### config.mk
export PLATFORM = sky130hd
export DESIGN_NAME = sha256_msg_pad_flat
export DESIGN_NICKNAME = d
export VERILOG_FILES = /design/src/rtl/sha256_msg_pad_if.sv /design/src/rtl/sha256_msg_pad.sv /design/src/flat_wrapper.sv
export SDC_FILE = /design/constraint.sdc
export NUM_CORES = 1
export LEC_CHECK = 0
export CAP_MARGIN = 5
export CORE_MARGIN = 1.5
export CORE_UTILIZATION = 25
export CTS_CLUSTER_DIAMETER = 100
export DETAILED_ROUTE_END_ITERATION = 10
export SLEW_MARGIN = 20
export SYNTH_ARGS = -nofsm -noshare
export SYNTH_HDL_FRONTEND = slang
export SYNTH_SLANG_ARGS = --single-unit
export TNS_END_PERCENT = 20
### constraint.sdc
create_clock -name clk -period 3.65 [get_ports clk]
set_input_delay 1.095 -clock clk [delete_from_list [all_inputs] [get_ports clk]]
set_output_delay 1.095 -clock clk [all_outputs]
set_load 0.05 [all_outputs]
### src/rtl/sha256_msg_pad_if.sv
// Byte-stream input and padded-block output of the SHA-256 message padder.
interface sha256_msg_pad_if;
   logic         in_valid;
   logic         in_ready;
   logic [7:0]   in_data;
   logic         in_last;
   logic         in_empty;
   logic         blk_valid;
   logic         blk_ready;
   logic [511:0] blk_data;
   logic         blk_first;
   logic         blk_last;

   // Padder side
   modport slave (
      input  in_valid, in_data, in_last, in_empty, blk_ready,
      output in_ready, blk_valid, blk_data, blk_first, blk_last
   );

   // Byte source / block consumer side
   modport master (
      output in_valid, in_data, in_last, in_empty, blk_ready,
      input  in_ready, blk_valid, blk_data, blk_first, blk_last
   );
endinterface

### src/rtl/sha256_msg_pad.sv
// SHA-256 message padder: collects bytes into a 512-bit buffer, appends the 0x80
// marker, zero fill and 64-bit big-endian bit length, and emits blocks flagged
// first/last of their message.
module sha256_msg_pad #(
   parameter int unsigned LEN_W = 64
) (
   input logic              clk,
   input logic              reset_n,
   sha256_msg_pad_if.slave  bus
);

   typedef enum logic [1:0] {StFill, StPad, StLen, StEmit} state_e;

   state_e             state_q;
   logic [511:0]       buf_q;
   logic [5:0]         ptr_q;
   logic [LEN_W-1:0]   len_q;
   logic               pad_pending_q;
   logic               len_pending_q;
   logic               first_q;
   logic               last_q;

   logic               accept;
   logic [8:0]         bit_hi;
   logic [63:0]        len_field;

   assign accept    = bus.in_valid && (state_q == StFill);
   // Byte 0 lives in the top byte lane, so byte ptr starts at bit 511 - 8*ptr.
   assign bit_hi    = 9'd511 - {ptr_q, 3'b000};
   assign len_field = 64'(len_q);

   // Single-process FSM: buffer fill, padding, length insertion and block hand-off
   always_ff @(posedge clk or negedge reset_n) begin
      if (!reset_n) begin
         state_q       <= StFill;
         buf_q         <= '0;
         ptr_q         <= '0;
         len_q         <= '0;
         pad_pending_q <= 1'b0;
         len_pending_q <= 1'b0;
         first_q       <= 1'b1;
         last_q        <= 1'b0;
      end else begin
         unique case (state_q)
            StFill: begin
               if (accept) begin
                  if (!bus.in_empty) begin
                     buf_q[bit_hi -: 8] <= bus.in_data;
                     ptr_q              <= ptr_q + 6'd1;
                     len_q              <= len_q + LEN_W'(8);
                     if (ptr_q == 6'd63) begin
                        // Full block: padding (if any) starts in a fresh block
                        state_q       <= StEmit;
                        last_q        <= 1'b0;
                        pad_pending_q <= bus.in_last;
                     end else if (bus.in_last) begin
                        state_q <= StPad;
                     end
                  end else if (bus.in_last) begin
                     state_q <= StPad;
                  end
               end
            end
            StPad: begin
               buf_q[bit_hi -: 8] <= 8'h80;
               if (ptr_q <= 6'd55) begin
                  buf_q[63:0] <= len_field;
                  last_q      <= 1'b1;
               end else begin
                  // No room for the length field; it goes in an extra block
                  last_q        <= 1'b0;
                  len_pending_q <= 1'b1;
               end
               state_q <= StEmit;
            end
            StLen: begin
               buf_q[63:0] <= len_field;
               last_q      <= 1'b1;
               state_q     <= StEmit;
            end
            StEmit: begin
               if (bus.blk_ready) begin
                  buf_q   <= '0;
                  ptr_q   <= '0;
                  first_q <= 1'b0;
                  if (pad_pending_q) begin
                     pad_pending_q <= 1'b0;
                     state_q       <= StPad;
                  end else if (len_pending_q) begin
                     len_pending_q <= 1'b0;
                     state_q       <= StLen;
                  end else if (last_q) begin
                     first_q <= 1'b1;
                     len_q   <= '0;
                     last_q  <= 1'b0;
                     state_q <= StFill;
                  end else begin
                     state_q <= StFill;
                  end
               end
            end
            default: state_q <= StFill;
         endcase
      end
   end

   assign bus.in_ready  = (state_q == StFill);
   assign bus.blk_valid = (state_q == StEmit);
   assign bus.blk_data  = buf_q;
   assign bus.blk_first = first_q;
   assign bus.blk_last  = last_q;

endmodule

### src/flat_wrapper.sv
// flat-port wrapper written by rule: the top's interface ports become plain ports
module sha256_msg_pad_flat 
#(
   parameter int unsigned LEN_W = 64
)
  (clk, reset_n, bus_in_valid, bus_in_data, bus_in_last, bus_in_empty, bus_blk_ready, bus_in_ready, bus_blk_valid, bus_blk_data, bus_blk_first, bus_blk_last);
  sha256_msg_pad_if bus_i ();
  input logic clk;
  input logic reset_n;
  input wire logic [$bits(bus_i.in_valid)-1:0] bus_in_valid;
  input wire logic [$bits(bus_i.in_data)-1:0] bus_in_data;
  input wire logic [$bits(bus_i.in_last)-1:0] bus_in_last;
  input wire logic [$bits(bus_i.in_empty)-1:0] bus_in_empty;
  input wire logic [$bits(bus_i.blk_ready)-1:0] bus_blk_ready;
  output wire logic [$bits(bus_i.in_ready)-1:0] bus_in_ready;
  output wire logic [$bits(bus_i.blk_valid)-1:0] bus_blk_valid;
  output wire logic [$bits(bus_i.blk_data)-1:0] bus_blk_data;
  output wire logic [$bits(bus_i.blk_first)-1:0] bus_blk_first;
  output wire logic [$bits(bus_i.blk_last)-1:0] bus_blk_last;
  assign bus_i.in_valid = bus_in_valid;
  assign bus_i.in_data = bus_in_data;
  assign bus_i.in_last = bus_in_last;
  assign bus_i.in_empty = bus_in_empty;
  assign bus_i.blk_ready = bus_blk_ready;
  assign bus_in_ready = bus_i.in_ready;
  assign bus_blk_valid = bus_i.blk_valid;
  assign bus_blk_data = bus_i.blk_data;
  assign bus_blk_first = bus_i.blk_first;
  assign bus_blk_last = bus_i.blk_last;
  sha256_msg_pad #(.LEN_W(LEN_W)) u_core (.clk(clk), .reset_n(reset_n), .bus(bus_i));
endmodule
# Word level (Yosys, flattened, before mapping)
# Cells that the tools add are included.
[totals]
ff_bits = 588
output_inout_bits = 516
input_bits = 14
wordCells = 91
[classes]
n_eq_ne = 12
n_addsub = 4
magnitude_cmp = 1
n_shift = 3
reduce_logical = 15
muxes = 47
[ops]
columns = ["op", "count"]
rows = [
  ["512-bit 2-to-1 mux", 3],
  ["448-bit one-hot mux with 3 select lines", 1],
  ["512-bit bitwise mux", 2],
  ["8-bit by 11-bit variable shift with 519-bit output (first input constant)", 1],
  ["8-bit by 11-bit indexed part select with 519-bit output", 1],
  ["8-bit by 11-bit indexed part select with 519-bit output (first input constant)", 1],
  ["64-bit 2-to-1 mux", 7],
  ["64-bit one-hot mux with 4 select lines", 1],
  ["64-bit one-hot mux with 2 select lines", 1],
  ["64-bit by 4-bit adder with 64-bit output (second input constant)", 1],
  ["6-bit 2-to-1 mux", 3],
  ["1-bit 2-to-1 mux", 17],
  ["2-bit 2-to-1 mux", 7],
  ["6-bit one-hot mux with 2 select lines", 1],
  ["4-bit AND reduction", 3],
  ["9-bit negator with 11-bit output", 1],
  ["2-bit inequality test (second input constant)", 5],
  ["9-bit subtractor (first input constant)", 1],
  ["7-bit AND reduction", 1],
  ["6-bit by 1-bit adder with 6-bit output (second input constant)", 1],
  ["6-bit equality test (second input constant)", 1],
  ["6-bit less-or-equal comparator (second input constant)", 1],
  ["2-bit by 1-bit inequality test with 1-bit output (second input constant)", 3],
  ["2-bit one-hot mux with 3 select lines", 1],
  ["other kinds (13)", 17],
]

# Logic depth before layout (Yosys ltp)
[logic_depth]
word_depth = 7
ltp_mapped = 11
ltp_nobuf = 7

# Worst setup path after synthesis
# OpenSTA, ideal clock, no wires.
[synth_timing]
path_type = "input-to-reg"
startpoint = "input bus_in_empty"
endpoint = "register u_core.buf_q[111] (netlist: u_core.bus.blk_data[111])"
arrival_time_ns = 2.869
path_buffers = 3
path_stages = 8
setup_time_ns = 0.143
slack_ns = 0.638
t_required_ns = 3.507
path_cell_list = "nand2b_1 > clkbuf_1 > a211oi_1 > clkbuf_1 > buf_2 > nand3_1 > a221oi_1 > nor3_1"
[synth_via]
elab_chain_cells = 2
[synth_lines]
columns = ["item", "line", "text"]
rows = [
  ["start, declared", "flat_wrapper.sv:13", "input wire logic [$bits(bus_i.in_empty)-1:0] bus_in_empty;"],
  ["2-bit inequality test (no line)", "--", ""],
  ["4-bit AND reduction (no line)", "--", ""],
  ["end signal, assigned by index", "sha256_msg_pad.sv:48", "buf_q[bit_hi -: 8] <= bus.in_data;"],
  ["end, declared", "sha256_msg_pad.sv:15", "logic [511:0] buf_q;"],
]
# Every way passes these cells.
# A chain may end at the register's enable or synchronous reset.

# Final worst setup path
[layout_timing]
startpoint = "register u_core.state_q[1]"
endpoint = "output bus_in_ready"
[layout_via]
elab_chain_cells = 1
[layout_lines]
columns = ["item", "line", "text"]
rows = [
  ["start, declared", "sha256_msg_pad.sv:14", "state_e state_q;"],
  ["start signal, assigned", "sha256_msg_pad.sv:35", "state_q <= StFill;"],
  ["start signal, assigned", "sha256_msg_pad.sv:53", "state_q <= StEmit;"],
  ["start signal, assigned", "sha256_msg_pad.sv:57", "state_q <= StPad;"],
  ["2-bit logical NOT", "sha256_msg_pad.sv:107", "assign bus.in_ready = (state_q == StFill);"],
  ["end, declared", "flat_wrapper.sv:15", "output wire logic [$bits(bus_i.in_ready)-1:0] bus_in_ready;"],
]
# Every way passes these cells.

==> summary.txt <==
Setup path
  • Crit path launch: u_core.state_q[1]
  • Worst path required time: 2550 ps
  • Critical Path Source Type: register
  • Worst setup EP type: output pin
  • Critical Path Sink: bus_in_ready
  • Worst flop-to-flop path endpoint: u_core.bus.blk_data[458]
  • Reg2Reg Depth: 8
  • CP arrival: 2140 ps
  • Slack of the worst reg-to-reg path: 610 ps
  • WS Path Type: register to output pin
  • Worst r2r src: u_core.state_q[0]
  • Crit path max fanout: 37

Clock tree
  • Cts bufs inserted: 73
  • Buffer count from post-CTS setup fixing: 0
  • Clock root buffer: clkbuf_16
  • Clock transition at path regs: 60 ps
  • Clock Latency Late Sink: 650 ps
  • Post_cts resized: 0
  • CTS tree: built
  • Cts hold-fix bufs: 0
  • Clock sinks: 585
  • Maximum buffer depth of the clock tree: 3
  • H-tree depth: 3

Global route
  • Grt ovf: 0
  • Largest net degree at the start of global routing: 88
  • Global-route wire length before repair: roughly 180000 um
  • GRT Total Usage: between 20% and 30%
  • Vias in the first global route: around 24000
  • Antenna violations before repair: 2

Placed design
  • Dpl cell area: 0.0346 mm^2
  • RD Place Congestion: 0.938
  • DP Wirelength: 93500 um
  • Dpl cells: 4631
  • Port bufs: 529
  • Placement Setup Slack: 102 ps

Drt
  • Via-to-Cell Ratio: 5.20
  • DRT iter0 DRCs: 2368
  • Via count: 24700
  • Post-route DRC: 0
  • First-pass detailed-route iteration total: 6
  • Mean routed wirelength per cell: 26.0 um
  • Post-Route WL: about 120000 um
  • Antenna viol nets, final: 0

Hold path
  • Worst hold path class: primary input to asynchronous set/reset pin

Job
  • Max_cap viols: 0

Pwr
  • Cell Pwr Density: 624 mW/mm^2
  • Total power: 23.2 mW
  • Leak: 15.6 nW
  • Max VDD drop: approximately 440 uV

Floorplanning
  • Initial Utilization: 25.2%
  • Core area: 0.105 mm^2
  • Std cell rows: 119
  • I/O Pins: between 500 and 600
  • Die X-Extent: 329 um
  • Die area: 0.108 mm^2
  • Die height: 329 um

Layout
  • Fillcell total: 10700
  • Area growth syn-to-layout: 40.0%
  • Design area: 0.0371 mm^2
  • Final Core Density: between 30% and 40%
  • Layout cells sized above 1: 10.9%
  • Nets: 3340
  • Non-filler cells, final: 4761

STA
  • Setup TNS: 0 ps
  • Final setup viols: 0
  • Post-route worst setup slack: 415 ps
  • Fin. Hold Viols: 0
  • Final cycle utilization of the critical path: approximately nine tenths
  • Fin. max-slew vios: 0
  • FMAX: 309 MHz
  • Hold WS: 432 ps
  • Crit path time final: 3240 ps
  • Clock Skew: 33.2 ps
  • Worst Tran Pin Value: 1050 ps
  • RSZ-0062 raised after global routing: false
  • Slew headroom: 29.7%

Yosys
  • Post-synthesis xor/xnor area fraction: less than 1%
  • Top_reg_cell synth: dfrtp_1
  • Post-synth EDFFs: 0
  • Post-synthesis average cell area: 9.77 um^2
  • Compound-Gate Fraction of Synth Area: between 10% and 20%
  • Simple-gate share of the synthesized area: about a fifth
  • Most frequent cell after synthesis: dfrtp_1
  • Largest family of logic cells by synthesized area: simple AND/OR/NAND/NOR gates
  • Synth async-reset ratio: 100%
  • Yosys top cell by area: dfrtp_1
  • Netlist area before placement: around 0.027 mm^2
  • Synth top area cells: dfrtp_1 (55%), nand3_1 (4.6%), nand2_1 (4.3%)
  • Syn_nets: 2741
  • Top cell type's share of synthesized area: 55.1%
  • Multiplexer share of the synthesized area: 3.01%
  • Cells after synthesis: about 2700
  • Adder-Cell Fraction of Synth Area: less than 1%
  • Post-synth cell types: 70
  • Ys Warns: 0
  • Synth cell count leaders: dfrtp_1 (584), nand2_1 (302), nand3_1 (244), nor2_1 (224), clkbuf_1 (171)
  • FF+latch count, synth: 585
  • Post-synthesis sequential area ratio: a little under three fifths

Run status
  • Outcome: finished, final reports clean
==> worst min-delay path by stage <==
| stage | startpoint | endpoint | slack (ps) | depth (start not counted) |
|---|---|---|---|---|
| final | reset_n | u_core.bus.blk_data[119] | 430 | 1 |
| after global routing | reset_n | u_core.bus.blk_data[281] | 440 | 1 |
| after CTS | reset_n | u_core.bus.blk_data[111] | 410 | 1 |
| after detailed placement | u_core.bus.blk_data[481] | u_core.bus.blk_data[481] | 470 | 1 |
| after global placement | u_core.bus.blk_data[4] | u_core.bus.blk_data[4] | 470 | 2 |
| after floorplan | u_core.len_field[3] | u_core.len_field[3] | 500 | 1 |
==> sequential cells by signal, summed over array words and instances, names as in the netlist <==
signal / cells
u_core.bus.blk_data: 512
u_core.bus.blk_first: 1
u_core.bus.blk_last: 1
u_core.len_field: 61
u_core.len_pending_q: 1
u_core.pad_pending_q: 1
u_core.ptr_q: 6
u_core.state_q: 2
==> power by group <==
group	internal (mW)	switching [mW]	leakage, nW
clock network	4.62	3.10	1.24
registers	6.79	0.292	8.12
logic	2.20	6.18	6.28
==> routing by layer <==
metal  up-vias  wire length, um  track usage, %
met1     12400            48900            27.0
met2      1034            59900            37.4
li1      11100                -               -
met3       204            10100            6.18
met4         2             4600            8.26
met5         -               17               0
==> layout make-up <==
type                       count  area [um^2]  area share (%)
antenna                        2         5.00          0.0135
clock buffer                  95         2030            5.47
clock inverter                33          523            1.41
inverter                      30          113           0.303
multi-input combinational   1905        11100            30.0
sequential                   585        14600            39.4
tap                         1391         1740            4.69
timing repair buffer         720         6950            18.7
==> critical path, stage by stage, from the launching register on <==
cell     delay [ps]
dfrtp_1         400
inv_1           110
ha_2            210
buf_4           470
buf_4           300
==> cells by family after synthesis <==
| group | after synthesis |
|---|---|
| fa+ha+maj | 11 |
| flops | 585 |
| mux | 79 |
| compound gates | 723 |
| buf+inv | 226 |
| simple gates | 1071 |
| xor+xnor | 21 |
==> cells in the final DEF (no fill, tap or decap), types with 17 or more instances in the layout <==
cell,Yosys,routed
nand2b_1,24,23
nand3_1,244,244
a32oi_1,26,26
nor2_1,224,223
buf_12,0,20
nand2_1,302,302
and3_1,38,38
clkbuf_16,0,74
o2bb2ai_1,85,85
nor3_1,50,46
or3_1,39,39
mux2i_1,73,73
a21oi_1,170,170
o21ai_1,99,99
a31oi_1,19,19
inv_1,29,29
clkdlybuf4s50_1,0,520
nor2b_1,21,19
o31ai_1,17,17
a22o_1,62,62
dfrtp_1,584,584
nand4_1,36,36
o21ai_0,124,124
a22oi_1,26,25
buf_4,0,173
Note: power is estimated with default switching activity, not from simulation.
